<file path="src/rtl/core_pixel_rotator_if.sv">
// Handshake/bus bundle between the rotate core address generator and its
// DMA / buffer neighbours. Clock and reset stay outside as plain ports.
interface core_pixel_rotator_if #(
  parameter int unsigned TILE = 8,
  parameter int unsigned AW   = 8
);
  localparam int unsigned VCW = $clog2(TILE) + 1;

  logic           I_PR_START;
  logic           I_PR_STOP;
  logic [1:0]     I_PR_DEGREES;
  logic           I_PR_DIRECTION;
  logic           I_PR_MIRROR;
  logic [VCW-1:0] I_PR_VALID_COLS;
  logic           I_PR_RD_VALID;
  logic           I_PR_WR_READY;
  logic           O_PR_RD_READY;
  logic           O_PR_IN_WE;
  logic [AW-1:0]  O_PR_IN_WADDR;
  logic           O_PR_XFER_VALID;
  logic [AW-1:0]  O_PR_SRC_ADDR;
  logic [AW-1:0]  O_PR_DST_ADDR;
  logic           O_PR_PAD;
  logic           O_PR_OUT_RVALID;
  logic [AW-1:0]  O_PR_OUT_RADDR;
  logic           O_PR_BUSY;
  logic           O_PR_DONE;

  modport master (
    output I_PR_START, I_PR_STOP, I_PR_DEGREES, I_PR_DIRECTION, I_PR_MIRROR,
           I_PR_VALID_COLS, I_PR_RD_VALID, I_PR_WR_READY,
    input  O_PR_RD_READY, O_PR_IN_WE, O_PR_IN_WADDR, O_PR_XFER_VALID,
           O_PR_SRC_ADDR, O_PR_DST_ADDR, O_PR_PAD, O_PR_OUT_RVALID,
           O_PR_OUT_RADDR, O_PR_BUSY, O_PR_DONE
  );

  modport slave (
    input  I_PR_START, I_PR_STOP, I_PR_DEGREES, I_PR_DIRECTION, I_PR_MIRROR,
           I_PR_VALID_COLS, I_PR_RD_VALID, I_PR_WR_READY,
    output O_PR_RD_READY, O_PR_IN_WE, O_PR_IN_WADDR, O_PR_XFER_VALID,
           O_PR_SRC_ADDR, O_PR_DST_ADDR, O_PR_PAD, O_PR_OUT_RVALID,
           O_PR_OUT_RADDR, O_PR_BUSY, O_PR_DONE
  );
endinterface

</file>
<file path="src/rtl/core_pixel_rotator.sv">
// Tile-rotation address generator: load beats, per-pixel src/dst addresses for
// quarter-turn rotation with mirror and right-edge padding, then write beats.
module core_pixel_rotator #(
  parameter int unsigned TILE      = 8,
  parameter int unsigned CH        = 3,
  parameter int unsigned BUS_BYTES = 4,
  parameter int unsigned AW        = 8
) (
  input logic                I_PR_HCLK,
  input logic                I_PR_HRESET_N,
  core_pixel_rotator_if.slave pr
);
  localparam int unsigned LT    = $clog2(TILE);
  localparam int unsigned VCW   = LT + 1;
  localparam int unsigned PW    = 2 * LT;
  localparam int unsigned NPIX  = TILE * TILE;
  localparam int unsigned BEATS = TILE * TILE * CH / BUS_BYTES;
  localparam int unsigned BW    = (BEATS > 1) ? $clog2(BEATS) : 1;
  localparam logic [LT-1:0] TMAX = LT'(TILE - 1);

  typedef enum logic [2:0] {IDLE, LOAD, ROTATE, WRITE, DONE} state_t;

  state_t         state;
  logic [BW-1:0]  beat;
  logic [PW-1:0]  pix;
  logic [1:0]     turns;
  logic           mirror;
  logic [VCW-1:0] vcols;

  always_ff @(posedge I_PR_HCLK or negedge I_PR_HRESET_N) begin
    if (!I_PR_HRESET_N) begin
      state  <= IDLE;
      beat   <= '0;
      pix    <= '0;
      turns  <= '0;
      mirror <= 1'b0;
      vcols  <= '0;
    end else if (pr.I_PR_STOP) begin
      state <= IDLE;
      beat  <= '0;
      pix   <= '0;
    end else begin
      case (state)
        IDLE: if (pr.I_PR_START) begin
          state  <= LOAD;
          beat   <= '0;
          pix    <= '0;
          // counter-clockwise n quarter turns == clockwise (4-n) mod 4
          turns  <= pr.I_PR_DIRECTION ? 2'd0 - pr.I_PR_DEGREES : pr.I_PR_DEGREES;
          mirror <= pr.I_PR_MIRROR;
          vcols  <= pr.I_PR_VALID_COLS;
        end
        LOAD: if (pr.I_PR_RD_VALID) begin
          if (beat == BW'(BEATS - 1)) begin
            beat  <= '0;
            state <= ROTATE;
          end else begin
            beat <= beat + BW'(1);
          end
        end
        ROTATE: begin
          if (pix == PW'(NPIX - 1)) begin
            pix   <= '0;
            state <= WRITE;
          end else begin
            pix <= pix + PW'(1);
          end
        end
        WRITE: if (pr.I_PR_WR_READY) begin
          if (beat == BW'(BEATS - 1)) begin
            beat  <= '0;
            state <= DONE;
          end else begin
            beat <= beat + BW'(1);
          end
        end
        DONE:    state <= IDLE;
        default: state <= IDLE;
      endcase
    end
  end

  logic [LT-1:0]  row, col, colm, dr, dc;
  logic [VCW-1:0] eff_cols;
  logic [AW-1:0]  dst;
  logic           pad;

  always_comb begin
    row  = pix[PW-1:LT];
    col  = pix[LT-1:0];
    colm = mirror ? TMAX - col : col;
    dr   = row;
    dc   = colm;
    case (turns)
      2'd0: begin dr = row;         dc = colm;        end
      2'd1: begin dr = colm;        dc = TMAX - row;  end
      2'd2: begin dr = TMAX - row;  dc = TMAX - colm; end
      2'd3: begin dr = TMAX - colm; dc = row;         end
      default: ;
    endcase
    dst      = (AW'(dr) * AW'(TILE) + AW'(dc)) * AW'(CH);
    eff_cols = (vcols == '0) ? VCW'(TILE) : vcols;
    pad      = ({1'b0, col} >= eff_cols);
  end

  logic in_load, in_rot, in_wr;
  assign in_load = (state == LOAD);
  assign in_rot  = (state == ROTATE);
  assign in_wr   = (state == WRITE);

  // Outputs are gated by state so that every output reads zero in IDLE/reset.
  assign pr.O_PR_RD_READY   = in_load;
  assign pr.O_PR_IN_WE      = pr.I_PR_RD_VALID & in_load;
  assign pr.O_PR_IN_WADDR   = in_load ? AW'(beat) * AW'(BUS_BYTES) : '0;
  assign pr.O_PR_XFER_VALID = in_rot;
  assign pr.O_PR_SRC_ADDR   = in_rot ? AW'(pix) * AW'(CH) : '0;
  assign pr.O_PR_DST_ADDR   = in_rot ? dst : '0;
  assign pr.O_PR_PAD        = in_rot & pad;
  assign pr.O_PR_OUT_RVALID = in_wr;
  assign pr.O_PR_OUT_RADDR  = in_wr ? AW'(beat) * AW'(BUS_BYTES) : '0;
  assign pr.O_PR_BUSY       = (state != IDLE);
  assign pr.O_PR_DONE       = (state == DONE);
endmodule

</file>
<file path="src/flat_wrapper.sv">
// flat-port wrapper written by rule: the top's interface ports become plain ports
module core_pixel_rotator_flat 
#(
  parameter int unsigned TILE      = 8,
  parameter int unsigned CH        = 3,
  parameter int unsigned BUS_BYTES = 4,
  parameter int unsigned AW        = 8
)
  (I_PR_HCLK, I_PR_HRESET_N, pr_I_PR_START, pr_I_PR_STOP, pr_I_PR_DEGREES, pr_I_PR_DIRECTION, pr_I_PR_MIRROR, pr_I_PR_VALID_COLS, pr_I_PR_RD_VALID, pr_I_PR_WR_READY, pr_O_PR_RD_READY, pr_O_PR_IN_WE, pr_O_PR_IN_WADDR, pr_O_PR_XFER_VALID, pr_O_PR_SRC_ADDR, pr_O_PR_DST_ADDR, pr_O_PR_PAD, pr_O_PR_OUT_RVALID, pr_O_PR_OUT_RADDR, pr_O_PR_BUSY, pr_O_PR_DONE);
  core_pixel_rotator_if #(.TILE(TILE), .AW(AW)) pr_i ();
  input logic I_PR_HCLK;
  input logic I_PR_HRESET_N;
  input wire logic [$bits(pr_i.I_PR_START)-1:0] pr_I_PR_START;
  input wire logic [$bits(pr_i.I_PR_STOP)-1:0] pr_I_PR_STOP;
  input wire logic [$bits(pr_i.I_PR_DEGREES)-1:0] pr_I_PR_DEGREES;
  input wire logic [$bits(pr_i.I_PR_DIRECTION)-1:0] pr_I_PR_DIRECTION;
  input wire logic [$bits(pr_i.I_PR_MIRROR)-1:0] pr_I_PR_MIRROR;
  input wire logic [$bits(pr_i.I_PR_VALID_COLS)-1:0] pr_I_PR_VALID_COLS;
  input wire logic [$bits(pr_i.I_PR_RD_VALID)-1:0] pr_I_PR_RD_VALID;
  input wire logic [$bits(pr_i.I_PR_WR_READY)-1:0] pr_I_PR_WR_READY;
  output wire logic [$bits(pr_i.O_PR_RD_READY)-1:0] pr_O_PR_RD_READY;
  output wire logic [$bits(pr_i.O_PR_IN_WE)-1:0] pr_O_PR_IN_WE;
  output wire logic [$bits(pr_i.O_PR_IN_WADDR)-1:0] pr_O_PR_IN_WADDR;
  output wire logic [$bits(pr_i.O_PR_XFER_VALID)-1:0] pr_O_PR_XFER_VALID;
  output wire logic [$bits(pr_i.O_PR_SRC_ADDR)-1:0] pr_O_PR_SRC_ADDR;
  output wire logic [$bits(pr_i.O_PR_DST_ADDR)-1:0] pr_O_PR_DST_ADDR;
  output wire logic [$bits(pr_i.O_PR_PAD)-1:0] pr_O_PR_PAD;
  output wire logic [$bits(pr_i.O_PR_OUT_RVALID)-1:0] pr_O_PR_OUT_RVALID;
  output wire logic [$bits(pr_i.O_PR_OUT_RADDR)-1:0] pr_O_PR_OUT_RADDR;
  output wire logic [$bits(pr_i.O_PR_BUSY)-1:0] pr_O_PR_BUSY;
  output wire logic [$bits(pr_i.O_PR_DONE)-1:0] pr_O_PR_DONE;
  assign pr_i.I_PR_START = pr_I_PR_START;
  assign pr_i.I_PR_STOP = pr_I_PR_STOP;
  assign pr_i.I_PR_DEGREES = pr_I_PR_DEGREES;
  assign pr_i.I_PR_DIRECTION = pr_I_PR_DIRECTION;
  assign pr_i.I_PR_MIRROR = pr_I_PR_MIRROR;
  assign pr_i.I_PR_VALID_COLS = pr_I_PR_VALID_COLS;
  assign pr_i.I_PR_RD_VALID = pr_I_PR_RD_VALID;
  assign pr_i.I_PR_WR_READY = pr_I_PR_WR_READY;
  assign pr_O_PR_RD_READY = pr_i.O_PR_RD_READY;
  assign pr_O_PR_IN_WE = pr_i.O_PR_IN_WE;
  assign pr_O_PR_IN_WADDR = pr_i.O_PR_IN_WADDR;
  assign pr_O_PR_XFER_VALID = pr_i.O_PR_XFER_VALID;
  assign pr_O_PR_SRC_ADDR = pr_i.O_PR_SRC_ADDR;
  assign pr_O_PR_DST_ADDR = pr_i.O_PR_DST_ADDR;
  assign pr_O_PR_PAD = pr_i.O_PR_PAD;
  assign pr_O_PR_OUT_RVALID = pr_i.O_PR_OUT_RVALID;
  assign pr_O_PR_OUT_RADDR = pr_i.O_PR_OUT_RADDR;
  assign pr_O_PR_BUSY = pr_i.O_PR_BUSY;
  assign pr_O_PR_DONE = pr_i.O_PR_DONE;
  core_pixel_rotator #(.TILE(TILE), .CH(CH), .BUS_BYTES(BUS_BYTES), .AW(AW)) u_core (.I_PR_HCLK(I_PR_HCLK), .I_PR_HRESET_N(I_PR_HRESET_N), .pr(pr_i));
endmodule
</file>
<file path="config.mk">
export PLATFORM = sky130hd
export DESIGN_NAME = core_pixel_rotator_flat
export DESIGN_NICKNAME = d
export VERILOG_FILES = /design/src/rtl/core_pixel_rotator_if.sv /design/src/rtl/core_pixel_rotator.sv /design/src/flat_wrapper.sv
export SDC_FILE = /design/constraint.sdc
export NUM_CORES = 1
export LEC_CHECK = 0
export BUFFER_PORTS_ARGS = -buffer_cell sky130_fd_sc_hd__buf_4
export CORE_ASPECT_RATIO = 0.7
export CORE_MARGIN = 2
export CORE_UTILIZATION = 46
export CTS_CLUSTER_DIAMETER = 200
export DETAILED_ROUTE_END_ITERATION = 7
export PLACE_DENSITY = 0.82
export SLEW_MARGIN = 5
export SYNTH_ARGS = -nofsm -noshare
export SYNTH_HDL_FRONTEND = slang
export SYNTH_SLANG_ARGS = --single-unit
</file>
<file path="constraint.sdc">
create_clock -name I_PR_HCLK -period 3.76 [get_ports I_PR_HCLK]
set_input_delay 0.752 -clock I_PR_HCLK [delete_from_list [all_inputs] [get_ports I_PR_HCLK]]
set_output_delay 0.752 -clock I_PR_HCLK [all_outputs]
set_load 0.02 [all_outputs]
</file>
# After elaboration in Yosys (flattened, before gate mapping)
# Index checks and enable logic that the tools add are counted.
dict set report classes {
  div 0
  n_mul 2
  addsub 7
  magnitude_cmp 1
  n_shift 0
  muxes 26
  n_eq_ne 15
  n_reduce_logical 10
  bitwise_logic 3
}
# cell count
set op_table {}
lappend op_table {{$mux 6} 7}
lappend op_table {{$pmux 3 s4} 3}
lappend op_table {{$mux 8} 4}
lappend op_table {{$mux 3} 8}
lappend op_table {{$ne 3x3->1 const B} 6}
lappend op_table {{$pmux 6 s3} 1}
lappend op_table {{$add 6x1->6 const B} 2}
lappend op_table {{$eq 6x6->1 const B} 2}
lappend op_table {{$pmux 6 s2} 1}
lappend op_table {{$sub 3x3->3 const A} 3}
lappend op_table {{$mul 6x2->8 const B} 1}
lappend op_table {{$mul 8x2->8 const B} 1}
lappend op_table {{$add 6x3->7} 1}
lappend op_table {{$eq 3x2->1 const B} 2}
lappend op_table {{$reduce_and 6->1} 1}
lappend op_table {{$reduce_bool 3->1} 2}
lappend op_table {{$eq 2x2->1 const B} 2}
lappend op_table {{$ge 3x4->1} 1}
lappend op_table {{$logic_not 4->1} 1}
lappend op_table {{$mux 4} 1}
lappend op_table {{$reduce_and 4->1} 1}
lappend op_table {{$reduce_bool 4->1} 1}
lappend op_table {{$eq 3x1->1 const B} 1}
lappend op_table {{$eq 3x3->1 const B} 1}
lappend op_table {{other kinds (9)} 10}
dict set report word_totals {
  mem_bits_rw 0
  mem_count 0
  output_inout_bits 39
  reg_bits 22
  inputBits 14
  mem_bits_ro 0
  wordCells 70
  latch_bits 0
}

# Longest topological paths before layout
dict set report depth {
  ltp_word 7
  mapped_depth 11
  ltp_nobuf 11
}

# Worst setup path before layout
# OpenSTA, ideal clock, no wires.
dict set report synth_path {
  path_type {register to output}
  from {reg u_core.pix[1]}
  to {out pr_O_PR_DST_ADDR[5]}
  arrival_time_ns 2.531
  setup_slack_ns 0.477
  path_stages_with_launch 12
  cell_sequence {dfrtp_1 xor2_1 nor2_1 a21oi_1 xor2_1 ha_1 inv_1 fa_1 nor2b_1 o21a_1 nor3_1 nor3_1}
}
dict set report synth_via {
  elab_chain_len 7
  word_cells_on_any_way 8
  cone_classes {add/sub (3); mul (1); mux (4)}
}
# element line_no
set synth_lines {}
lappend synth_lines {{start, declared} core_pixel_rotator.sv:25} ;# logic [PW-1:0] pix;
lappend synth_lines {{start signal, assigned} core_pixel_rotator.sv:66} ;# pix <= pix + PW'(1);
lappend synth_lines {{$sub 3x3->3} core_pixel_rotator.sv:91} ;# colm = mirror ? TMAX - col : col;
lappend synth_lines {{$mux 3 *} core_pixel_rotator.sv:91}
lappend synth_lines {{$sub 3x3->3} {core_pixel_rotator.sv:97, core_pixel_rotator.sv:98}}
lappend synth_lines {{$pmux 3 s4} core_pixel_rotator.sv:94} ;# case (turns)
lappend synth_lines {{$add 6x3->7 *} core_pixel_rotator.sv:101} ;# dst = (AW'(dr) * AW'(TILE) + AW'(dc)) * AW'(CH);
lappend synth_lines {{$mul 8x2->8 *} core_pixel_rotator.sv:101}
lappend synth_lines {{$mux 8 *} core_pixel_rotator.sv:117} ;# assign pr.O_PR_DST_ADDR = in_rot ? dst : '0;
lappend synth_lines {{end, declared} flat_wrapper.sv:26} ;# output wire logic [$bits(pr_i.O_PR_DST_ADDR)-1:0] pr_O_PR_DST_ADDR;
# Every way passes the cells marked *; elsewhere a longest branch is shown, timed or not.

# Worst setup path after layout
dict set report layout_path {
  from {reg u_core.pix[1]}
  to {out pr_O_PR_DST_ADDR[7]}
}
# Same word-level chain as after synthesis.

==> out/results.ini <==
[run_status]
status = complete, no violations

[power]
leakagePower_nw = 1.21
ir_drop_v = 0.000478
power_density_nw_per_um2 = 688
power_mw = 1.72

[logic_synthesis]
ys_top_cells_by_area = dfrtp_1 27%, ha_1 10%, and2_1 4.8%
ys.flop_type = dfrtp_1
ys_seq_elements = 22
synth_warnings = 0
ys_seq_area_share_pct = 26.5
synthCells = 243
yosysUniqueCellTypes = 53
synth_area_per_cell_um2 = 8.54
synthesis.area_um2 = 2070
ys_async_sr_fraction_pct = 100
synth_area_leader_cell = dfrtp_1
synth_top_area_share_pct = 26.5
synth_edf_count = 0

[timing]
fmax_mhz = 282
fin_skew_ns = 0.00290
rsz0062_at_grt = no
fin_tns_setup_ns = 0
hold_viol_final = 0
finalCriticalPeriod_ns = 3.54
timing.final.crit_share_pct = 94.3
drv_slew = 0
tightest_slew_ns = 0.715
holdWs_ns = 0.365
relSlewSlack_pct = 52.2
setup_viol = 0

[drt]
num_vias = 1937
drt-pass1-iter-count = 4
ant_nets = 0
route.detailed.drc = 0
wl_per_cell_um = 14.7
vias_per_cell = 5.68
drt_iter0_drc = 172
drt-total-wl_um = 5010

[floorplan]
core-area_um2 = 4330
io-pin-count = 53
die-area_um2 = 5070
start_util_pct = 47.9
die_y_um = 60.2
rows = 20
fp.dieW_um = 84.3

[setup_path]
crit_path_end_kind = output pin
path_max_fanout = 6
crit_arrival_ns = 2.79
regToRegEndpoint = u_core.state[2]
start_kind = flip-flop
critPathKind = reg -> out
reg2reg_from = u_core.state[2]
rr_worst_depth = 5
crit_required_ns = 3.01
rrSetupSlack_ns = 1.61

[cells_and_area]
area_growth_pct = 20.9
n_antenna_cell = 0
multiInputGateArea_um2 = 1400
fin_cells = 341
drive_gt1_share_pct = 24.1
regArea_um2 = 554
final_cell_mix = 49 x buf_4, 19 x dfrtp_1, 16 x and2_1, 16 x ha_1, 15 x nand2_1
nFillCells = 378
fin_area_um2 = 2510
design.final.nets = 320
final_common_cell = buf_4

[clock_network]
cts_tree = yes
htree_levels = 1
cts_setup_buffers = 0
clock-sinks = 22
clockBufferDepth = 2
cts_resized = 0
insertion_delay_ns = 0.26
cts_root_buffer = clkbuf_8
ctsHoldBuffers = 0
clk_pin_slew_ns = 0.08
cts_made_buffers = 3

[global_routing]
antenna_found_initial = 0
grt_max_degree = 23
grt_pass1_wl_um = 8090
grt_pass1_vias = 1760
track_usage_pct = 19.9
gr-total-overflow = 0

[min_path]
hold_class = in -> async

[placement]
placed_area_um2 = 2440
place_inst = 337
gp_congestion = 0.929
dp_hpwl_um = 3870
io_buffers = 48

[job]
drv_cap = 0

==> synth_stat cells, types with 7 or more instances <==
cell type	count
nand2_1	15
a21oi_1	12
and2_1	16
xnor2_1	7
nand3_1	7
nor2_1	13
nor3_1	10
ha_1	17
dfrtp_1	22
inv_1	14
==> layout make-up <==
class / count / share of cell area [%]
inverter: 16 / 2.59
timing repair buffer: 49 / 14.7
clock buffer: 4 / 2.19
sequential: 22 / 22.1
tap: 55 / 2.74
multi-input combinational: 195 / 55.7
==> sequential cells by signal, indices dropped and copies added (netlist names) <==
signal and count:
u_core.mirror 1, u_core.vcols 4, u_core.beat 6, u_core.turns 2, u_core.state 3, u_core.pix 6
==> per-layer routing <==
layer  up-vias  share of wire, %  global-route usage [%]  routed length [um]
met5         -                 0                       0                   0
met3         4               6.2                    4.01                 313
met1       919                46                    28.0                2310
met4         0              0.54                    2.30                  27
met2        67                47                    33.0                2360
li1        947                 -                       -                   -
==> worst max path at each step <==
| stage | start | cells past startpoint | endpoint |
|---|---|---|---|
| 2_1_floorplan | u_core.pix[1] | 11 | pr_O_PR_DST_ADDR[5] |
| 3_3_place_gp | u_core.pix[1] | 12 | pr_O_PR_DST_ADDR[7] |
| 3_5_place_dp | u_core.pix[1] | 12 | pr_O_PR_DST_ADDR[5] |
| 4_1_cts | u_core.pix[1] | 12 | pr_O_PR_DST_ADDR[7] |
| 5_1_grt | u_core.pix[1] | 12 | pr_O_PR_DST_ADDR[7] |
| 6_report | u_core.pix[1] | 12 | pr_O_PR_DST_ADDR[7] |
==> through the flow <==
stage	util, %	setup WS, ns
after floorplan	-	0.477
after global placement	56.3	0.508
after detailed placement	56.3	0.342
after CTS	57.5	0.0299
after global routing	57.9	0.00771
final	57.9	0.216
==> critical path, stage by stage (launching register included) <==
cell and delay [ns]:
dfrtp_2 0.48, xor2_2 0.18, nor2_1 0.07, a21oi_2 0.17, xor2_1 0.22, ha_2 0.23
inv_1 0.05, fa_1 0.38, nor2b_1 0.16, o21a_1 0.18, o21ai_0 0.09, a21oi_1 0.14
buf_4 0.16
==> logic make-up after synthesis <==
| family | Yosys count | synth area share, % |
|---|---|---|
| other | 1 | 0.181 |
| AOI/OAI and AO/OA | 54 | 17.4 |
| DFF | 22 | 26.5 |
| muxes | 12 | 6.15 |
| xor gates and xnor gates | 13 | 5.49 |
| buffers and inverters | 29 | 7.30 |
| and+or+nand+nor | 93 | 24.7 |
| adders and majority gates | 19 | 12.2 |
==> where the power goes <==
| part | total, mW | internal, mW | switching (mW) |
|---|---|---|---|
| registers | 0.397 | 0.293 | 0.103 |
| clock network | 0.170 | 0.0933 | 0.0764 |
| logic | 1.16 | 0.519 | 0.639 |
(Power assumes the default switching activity.)
